`config.mk`:
```
export PLATFORM = sky130hd
export DESIGN_NAME = conv_patch_sched
export DESIGN_NICKNAME = d
export VERILOG_FILES = /design/src/rtl/conv_patch_sched.sv
export SDC_FILE = /design/constraint.sdc
export NUM_CORES = 1
export LEC_CHECK = 0
export BUFFER_PORTS_ARGS = -buffer_cell sky130_fd_sc_hd__buf_2
export CORE_AREA = 2 2 373 375
export CTS_CLUSTER_DIAMETER = 150
export DETAILED_ROUTE_END_ITERATION = 10
export DIE_AREA = 0 0 375 377
export GPL_TIMING_DRIVEN = 0
export PLACE_DENSITY = 0.43
export SETUP_SLACK_MARGIN = 0.5
export SYNTH_ARGS = -nofsm -noshare
export SYNTH_HDL_FRONTEND = slang
export SYNTH_SLANG_ARGS = --single-unit
export TNS_END_PERCENT = 5
```
`constraint.sdc`:
```
create_clock -name clk -period 2.7 [get_ports clk]
set_input_delay 0.54 -clock clk [delete_from_list [all_inputs] [get_ports clk]]
set_output_delay 0.54 -clock clk [all_outputs]
set_load 0.01 [all_outputs]
```
`src/rtl/conv_patch_sched.sv`:
```
`default_nettype none
//==============================================================================
// Module   : conv_patch_sched
// Brief    : One-patch-at-a-time sequencer for the conv tile engine. It pulses
//            conv_reset, presents the kernel and patch, waits for
//            finalCompute and returns the result with a patch index.
//            Optional macro CONV_SCHED_TIMEOUT_EN adds a sticky RUN watchdog.
// Revision : 1.0 - initial release
//==============================================================================
module conv_patch_sched #(
    parameter int KERNEL_SIZE       = 3,
    parameter int INPUT_TILE_SIZE   = 3,
    parameter int INPUT_DATA_WIDTH  = 8,
    parameter int KERNEL_DATA_WIDTH = 8,
    parameter int CHANNELS          = 3,
    parameter int OUTPUT_BIT_WIDTH  = INPUT_DATA_WIDTH + KERNEL_DATA_WIDTH + 8,
    parameter int OUTPUT_TILE_SIZE  = INPUT_TILE_SIZE - KERNEL_SIZE + 1,
    parameter int CONV_RST_CYCLES   = 4,
    parameter int TIMEOUT_CYCLES    = 1024
) (
    input  logic                                                         clk,
    input  logic                                                         reset,
    input  logic                                                         cfg_kernel_we,
    input  logic [KERNEL_SIZE*KERNEL_SIZE*KERNEL_DATA_WIDTH*CHANNELS-1:0]       cfg_kernel,
    input  logic                                                         in_valid,
    output logic                                                         in_ready,
    input  logic [INPUT_TILE_SIZE*INPUT_TILE_SIZE*INPUT_DATA_WIDTH*CHANNELS-1:0] in_data,
    output logic                                                         out_valid,
    input  logic                                                         out_ready,
    output logic [OUTPUT_TILE_SIZE*OUTPUT_TILE_SIZE*OUTPUT_BIT_WIDTH-1:0]       out_data,
    output logic [31:0]                                                  out_patch_idx,
    output logic                                                         conv_reset,
    output logic [KERNEL_SIZE*KERNEL_SIZE*KERNEL_DATA_WIDTH*CHANNELS-1:0]       conv_kernel,
    output logic [INPUT_TILE_SIZE*INPUT_TILE_SIZE*INPUT_DATA_WIDTH*CHANNELS-1:0] conv_inpData,
    input  logic [OUTPUT_TILE_SIZE*OUTPUT_TILE_SIZE*OUTPUT_BIT_WIDTH-1:0]       conv_outData,
    input  logic                                                         conv_finalCompute,
    output logic                                                         busy,
    output logic                                                         err_timeout
);

    localparam int c_KERN_W = KERNEL_SIZE * KERNEL_SIZE * KERNEL_DATA_WIDTH * CHANNELS;
    localparam int c_IN_W   = INPUT_TILE_SIZE * INPUT_TILE_SIZE * INPUT_DATA_WIDTH * CHANNELS;
    localparam int c_OUT_W  = OUTPUT_TILE_SIZE * OUTPUT_TILE_SIZE * OUTPUT_BIT_WIDTH;
    localparam logic [7:0] c_RST_LAST = 8'(CONV_RST_CYCLES - 1);

`ifdef CONV_SCHED_TIMEOUT_EN
    localparam int c_TO_W = $clog2(TIMEOUT_CYCLES + 1);
    localparam logic [c_TO_W-1:0] c_TO_LAST = c_TO_W'(TIMEOUT_CYCLES - 1);
`endif

    typedef enum logic [1:0] {
        S_IDLE = 2'd0,
        S_RST  = 2'd1,
        S_RUN  = 2'd2,
        S_OUT  = 2'd3
    } state_t;

    state_t                r_state;
    logic [c_KERN_W-1:0]   r_shadow;
    logic [c_KERN_W-1:0]   r_conv_kernel;
    logic [c_IN_W-1:0]     r_conv_inp;
    logic [c_OUT_W-1:0]    r_out_data;
    logic [31:0]           r_out_idx;
    logic [31:0]           r_idx;
    logic [7:0]            r_rst_cnt;
    logic                  r_in_ready;
    logic                  r_out_valid;
    logic                  r_conv_reset;
`ifdef CONV_SCHED_TIMEOUT_EN
    logic [c_TO_W-1:0]     r_to_cnt;
    logic                  r_err;
`endif

    always_ff @(posedge clk or negedge reset) begin
        if (!reset) begin
            r_state       <= S_IDLE;
            r_shadow      <= '0;
            r_conv_kernel <= '0;
            r_conv_inp    <= '0;
            r_out_data    <= '0;
            r_out_idx     <= 32'd0;
            r_idx         <= 32'd1;
            r_rst_cnt     <= 8'd0;
            r_in_ready    <= 1'b1;
            r_out_valid   <= 1'b0;
            r_conv_reset  <= 1'b1;
`ifdef CONV_SCHED_TIMEOUT_EN
            r_to_cnt      <= '0;
            r_err         <= 1'b0;
`endif
        end else begin
            if (cfg_kernel_we) begin
                r_shadow <= cfg_kernel;
            end
            case (r_state)
                S_IDLE: begin
                    if (in_valid) begin
                        r_conv_inp    <= in_data;
                        // A kernel written in the accept cycle applies to this patch.
                        r_conv_kernel <= cfg_kernel_we ? cfg_kernel : r_shadow;
                        r_rst_cnt     <= c_RST_LAST;
                        r_in_ready    <= 1'b0;
                        r_state       <= S_RST;
                    end
                end
                S_RST: begin
                    if (r_rst_cnt == 8'd0) begin
                        r_conv_reset <= 1'b0;
                        r_state      <= S_RUN;
`ifdef CONV_SCHED_TIMEOUT_EN
                        r_to_cnt     <= '0;
`endif
                    end else begin
                        r_rst_cnt <= r_rst_cnt - 8'd1;
                    end
                end
                S_RUN: begin
                    if (conv_finalCompute) begin
                        r_out_data  <= conv_outData;
                        r_out_idx   <= r_idx;
                        r_out_valid <= 1'b1;
                        r_state     <= S_OUT;
                    end
`ifdef CONV_SCHED_TIMEOUT_EN
                    // A hung engine still yields a zero result so the stream keeps moving.
                    else if (r_to_cnt == c_TO_LAST) begin
                        r_err       <= 1'b1;
                        r_out_data  <= '0;
                        r_out_idx   <= r_idx;
                        r_out_valid <= 1'b1;
                        r_state     <= S_OUT;
                    end else begin
                        r_to_cnt <= r_to_cnt + 1'b1;
                    end
`endif
                end
                S_OUT: begin
                    if (out_ready) begin
                        r_out_valid  <= 1'b0;
                        r_idx        <= r_idx + 32'd1;
                        r_in_ready   <= 1'b1;
                        r_conv_reset <= 1'b1;
                        r_state      <= S_IDLE;
                    end
                end
                default: r_state <= S_IDLE;
            endcase
        end
    end

    assign in_ready      = r_in_ready;
    assign out_valid     = r_out_valid;
    assign out_data      = r_out_data;
    assign out_patch_idx = r_out_idx;
    assign conv_reset    = r_conv_reset;
    assign conv_kernel   = r_conv_kernel;
    assign conv_inpData  = r_conv_inp;
    assign busy          = (r_state != S_IDLE);

`ifdef CONV_SCHED_TIMEOUT_EN
    assign err_timeout = r_err;
`else
    logic w_unused_timeout;
    assign w_unused_timeout = (TIMEOUT_CYCLES != 0);
    assign err_timeout      = 1'b0;
`endif

endmodule
`default_nettype wire

```
==> reports/summary.txt <==
nets@finish: 3251
final hold vios: 79
placed cell count: 4455
num ports: 955
Root Driver: clkbuf_16
global route overflow: 0
top sig layer: met5
Hold Crit Class: in2async
crit path max-delay cell type: dfrtp_1
Leak: 0.0182 µW
Tcrit/Tclk final: 0.836
Place WS: -1.02 ns
Avg Inst Size Synth: 16.6 µm²
Synth Flop Type: dfrtp_1
Die Width: 375 µm
final setup fails: 0
Worst Setup Path Type: reg2out
Routed WL: 95900 µm
Post-Syn Instances: 1702
non-filler cells, final: 4667
CTS tree: built
fmax: 443 MHz
Skew-Pair Late Insertion Delay: 0.69 ns
Worst VDD drop: 0.000591 V
Psw: 14400 µW
Synth area leader: dfrtp_1
unrepaired setup endpoints after global routing: true
final core utilization: 0.283
Yosys reg bits: 749
share of the synthesized area in the top cell type: 0.663
WL met3: 9130 µm
Yosys warning count: 0
met2 routed WL: 47200 µm
top post-synthesis cells by area: dfrtp_1, mux2_2, buf_2
Core Region: 137000 µm²
status: finished with violations
max cap viols: 0
initial antenna violation count: 53
critical-path cell list: inv_2 -> ha_1 -> clkbuf_4 -> inv_1 -> buf_4
Synth Cell Area: 28200 µm²
CTS Sinks: 749
DR iter-0 viols: 607
Initial Utilization: 0.206
Switching Share: 0.331
Worst Setup Start Kind: register
Layout area overhead: 37.6%
Routed Antenna Nets: 0
Power Internal: 29100 µW
WP data arrival: 1.72 ns
DP Area: 35400 µm²
Worst-Margin Slew: 0.724 ns
vias in the first global route: 19.5k
row count: 136
Rel. slew slack: 0.517
worst clock skew: 0.0203 ns
commonest cells after routing, fill and taps aside: buf_2, dfrtp_1, mux2_2
largest net degree at the start of global routing: 112
final instance area: 38800 µm²
Setup TNS: 0 ns
setup ws final: 0.442 ns
CP peak stage delay: 0.41 ns
GRT Overall Usage: 0.133
number of remaining DRC errors: 0
Async SR Flop Fraction: 1.00
CTS H-tree depth: 3
syn_nets: 2172
Critical Path End Type: output port
PD cells: 1120 nW/µm²
hpwl dp: 74100 µm
chip height: 377 µm
CTS Buffer Depth: 3
Synth cell types: 39
reg2reg path depth: 6
Seq pwr share: 0.395
Logic pwr share: 0.329
WP data required: 2.16 ns
Max FO, Critical Path: 5
WL met1: 35700 µm
via count: 18.2k
Clock power frac: 0.276
die area: 141000 µm²
fin crit period: 2.26 ns
failing checks: hold timing
PortBufs: 952
max-slew violations: 0
Routed WL per cell: 20.6 µm
Pre-antenna DRT Iters: 4
clock-pin slew on the worst setup and hold paths: 0.06 ns
most common cell after layout, fill and taps aside: buf_2
Post-synth EDFFs: 0
first-pass GRT wire length: 137000 µm
Worst Hold Slack: -0.0824 ns
Num CTS Buffers: 90
share of post-route cells with drive strength above 1: 0.661
Placer Congestion: 0.771
routed vias/inst: 3.90
worst reg-to-reg setup slack: 0.57 ns
Seq/Total Area, Yosys: 0.665
[flip-flops by register name, summed over array words and instances, names as in the netlist]
signal,cells
r_shadow,216
out_valid,1
r_rst_cnt,8
conv_kernel,216
out_data,24
in_ready,1
conv_reset,1
conv_inpData,216
r_idx,32
r_state,2
out_patch_idx,32
[worst paths after layout]
| check | start | to |
|---|---|---|
| max | r_state[0] | busy |
| min | reset | conv_kernel[157] |
| min in group clk | in_data[74] | conv_inpData[74] |
| min reg2reg | r_idx[30] | r_idx[30] |
| max reg2reg | r_state[0] | conv_inpData[34] |
| max in group asynchronous | reset | r_rst_cnt[3] |
[final cells by class]
class | count | area (µm²)
tap | 1794 | 2240
clock inverter | 22 | 239
inverter | 11 | 41.3
buffer | 86 | 470
sequential | 749 | 18700
multi-input combinational | 856 | 9000
fill | 14300 | 98200
timing repair buffer | 987 | 5290
clock buffer | 145 | 2690
antenna | 17 | 42.5
[per-stage QoR]
step / total power, µW / hold slack [ns]
3_3_place_gp: 31700 / 0.462
6_report: 43400 / -0.0824
2_1_floorplan: 24600 / 0.244
4_1_cts: 44300 / -0.129
3_5_place_dp: 31800 / 0.465
5_1_grt: 46000 / -0.105
[worst max-delay path: cells and delay by family (launching register included)]
kind                       cells  cell delay, ns
DFF                            1            0.41
buffers and inverters          4            0.50
adders and majority gates      1            0.14
[logic make-up after synthesis]
family / Yosys count / synth area share
buffers and inverters: 97 / 0.0159
and+or+nand+nor: 84 / 0.0168
DFF: 749 / 0.665
xor gates and xnor gates: 33 / 0.0103
muxes: 710 / 0.284
adders and majority gates: 8 / 0.00355
other: 1 / 0.000133
AOI/OAI and AO/OA: 20 / 0.00440
[what timing repair did]
item	4_1_cts	5_1_grt
hold buffers	26	1
endpoints found under the hold margin	82	171
gates resized for setup	24	15
endpoints found under the setup margin	665	523
setup buffers	0	1
pin swaps	0	0
[cells in the mapped netlist (6+ instances only)]
cell	n
a21oi_1	8
and3_1	8
buf_2	65
clkbuf_1	16
dfrtp_1	746
ha_1	8
inv_1	11
mux2_2	703
mux2i_1	6
nand2_1	16
nand3_1	8
nand4_1	17
nor2_1	15
o21ai_0	6
xnor2_1	28
[metal layers]
layer,vias to the layer above,GRT usage
met3,226,0.0621
met2,681,0.224
met4,50,0.0572
met1,9054,0.142
met5,-,0
li1,8200,-
[power by group through the flow]
stage	registers, µW	logic [µW]	clock network, µW
final	17100	14300	12000
after detailed placement	17300	14500	0
after global routing	17700	15300	13000
after global placement	17300	14400	0
after floorplan	18900	5660	0
after CTS	17200	14600	12500
Note: power is estimated with default switching activity, not from simulation.
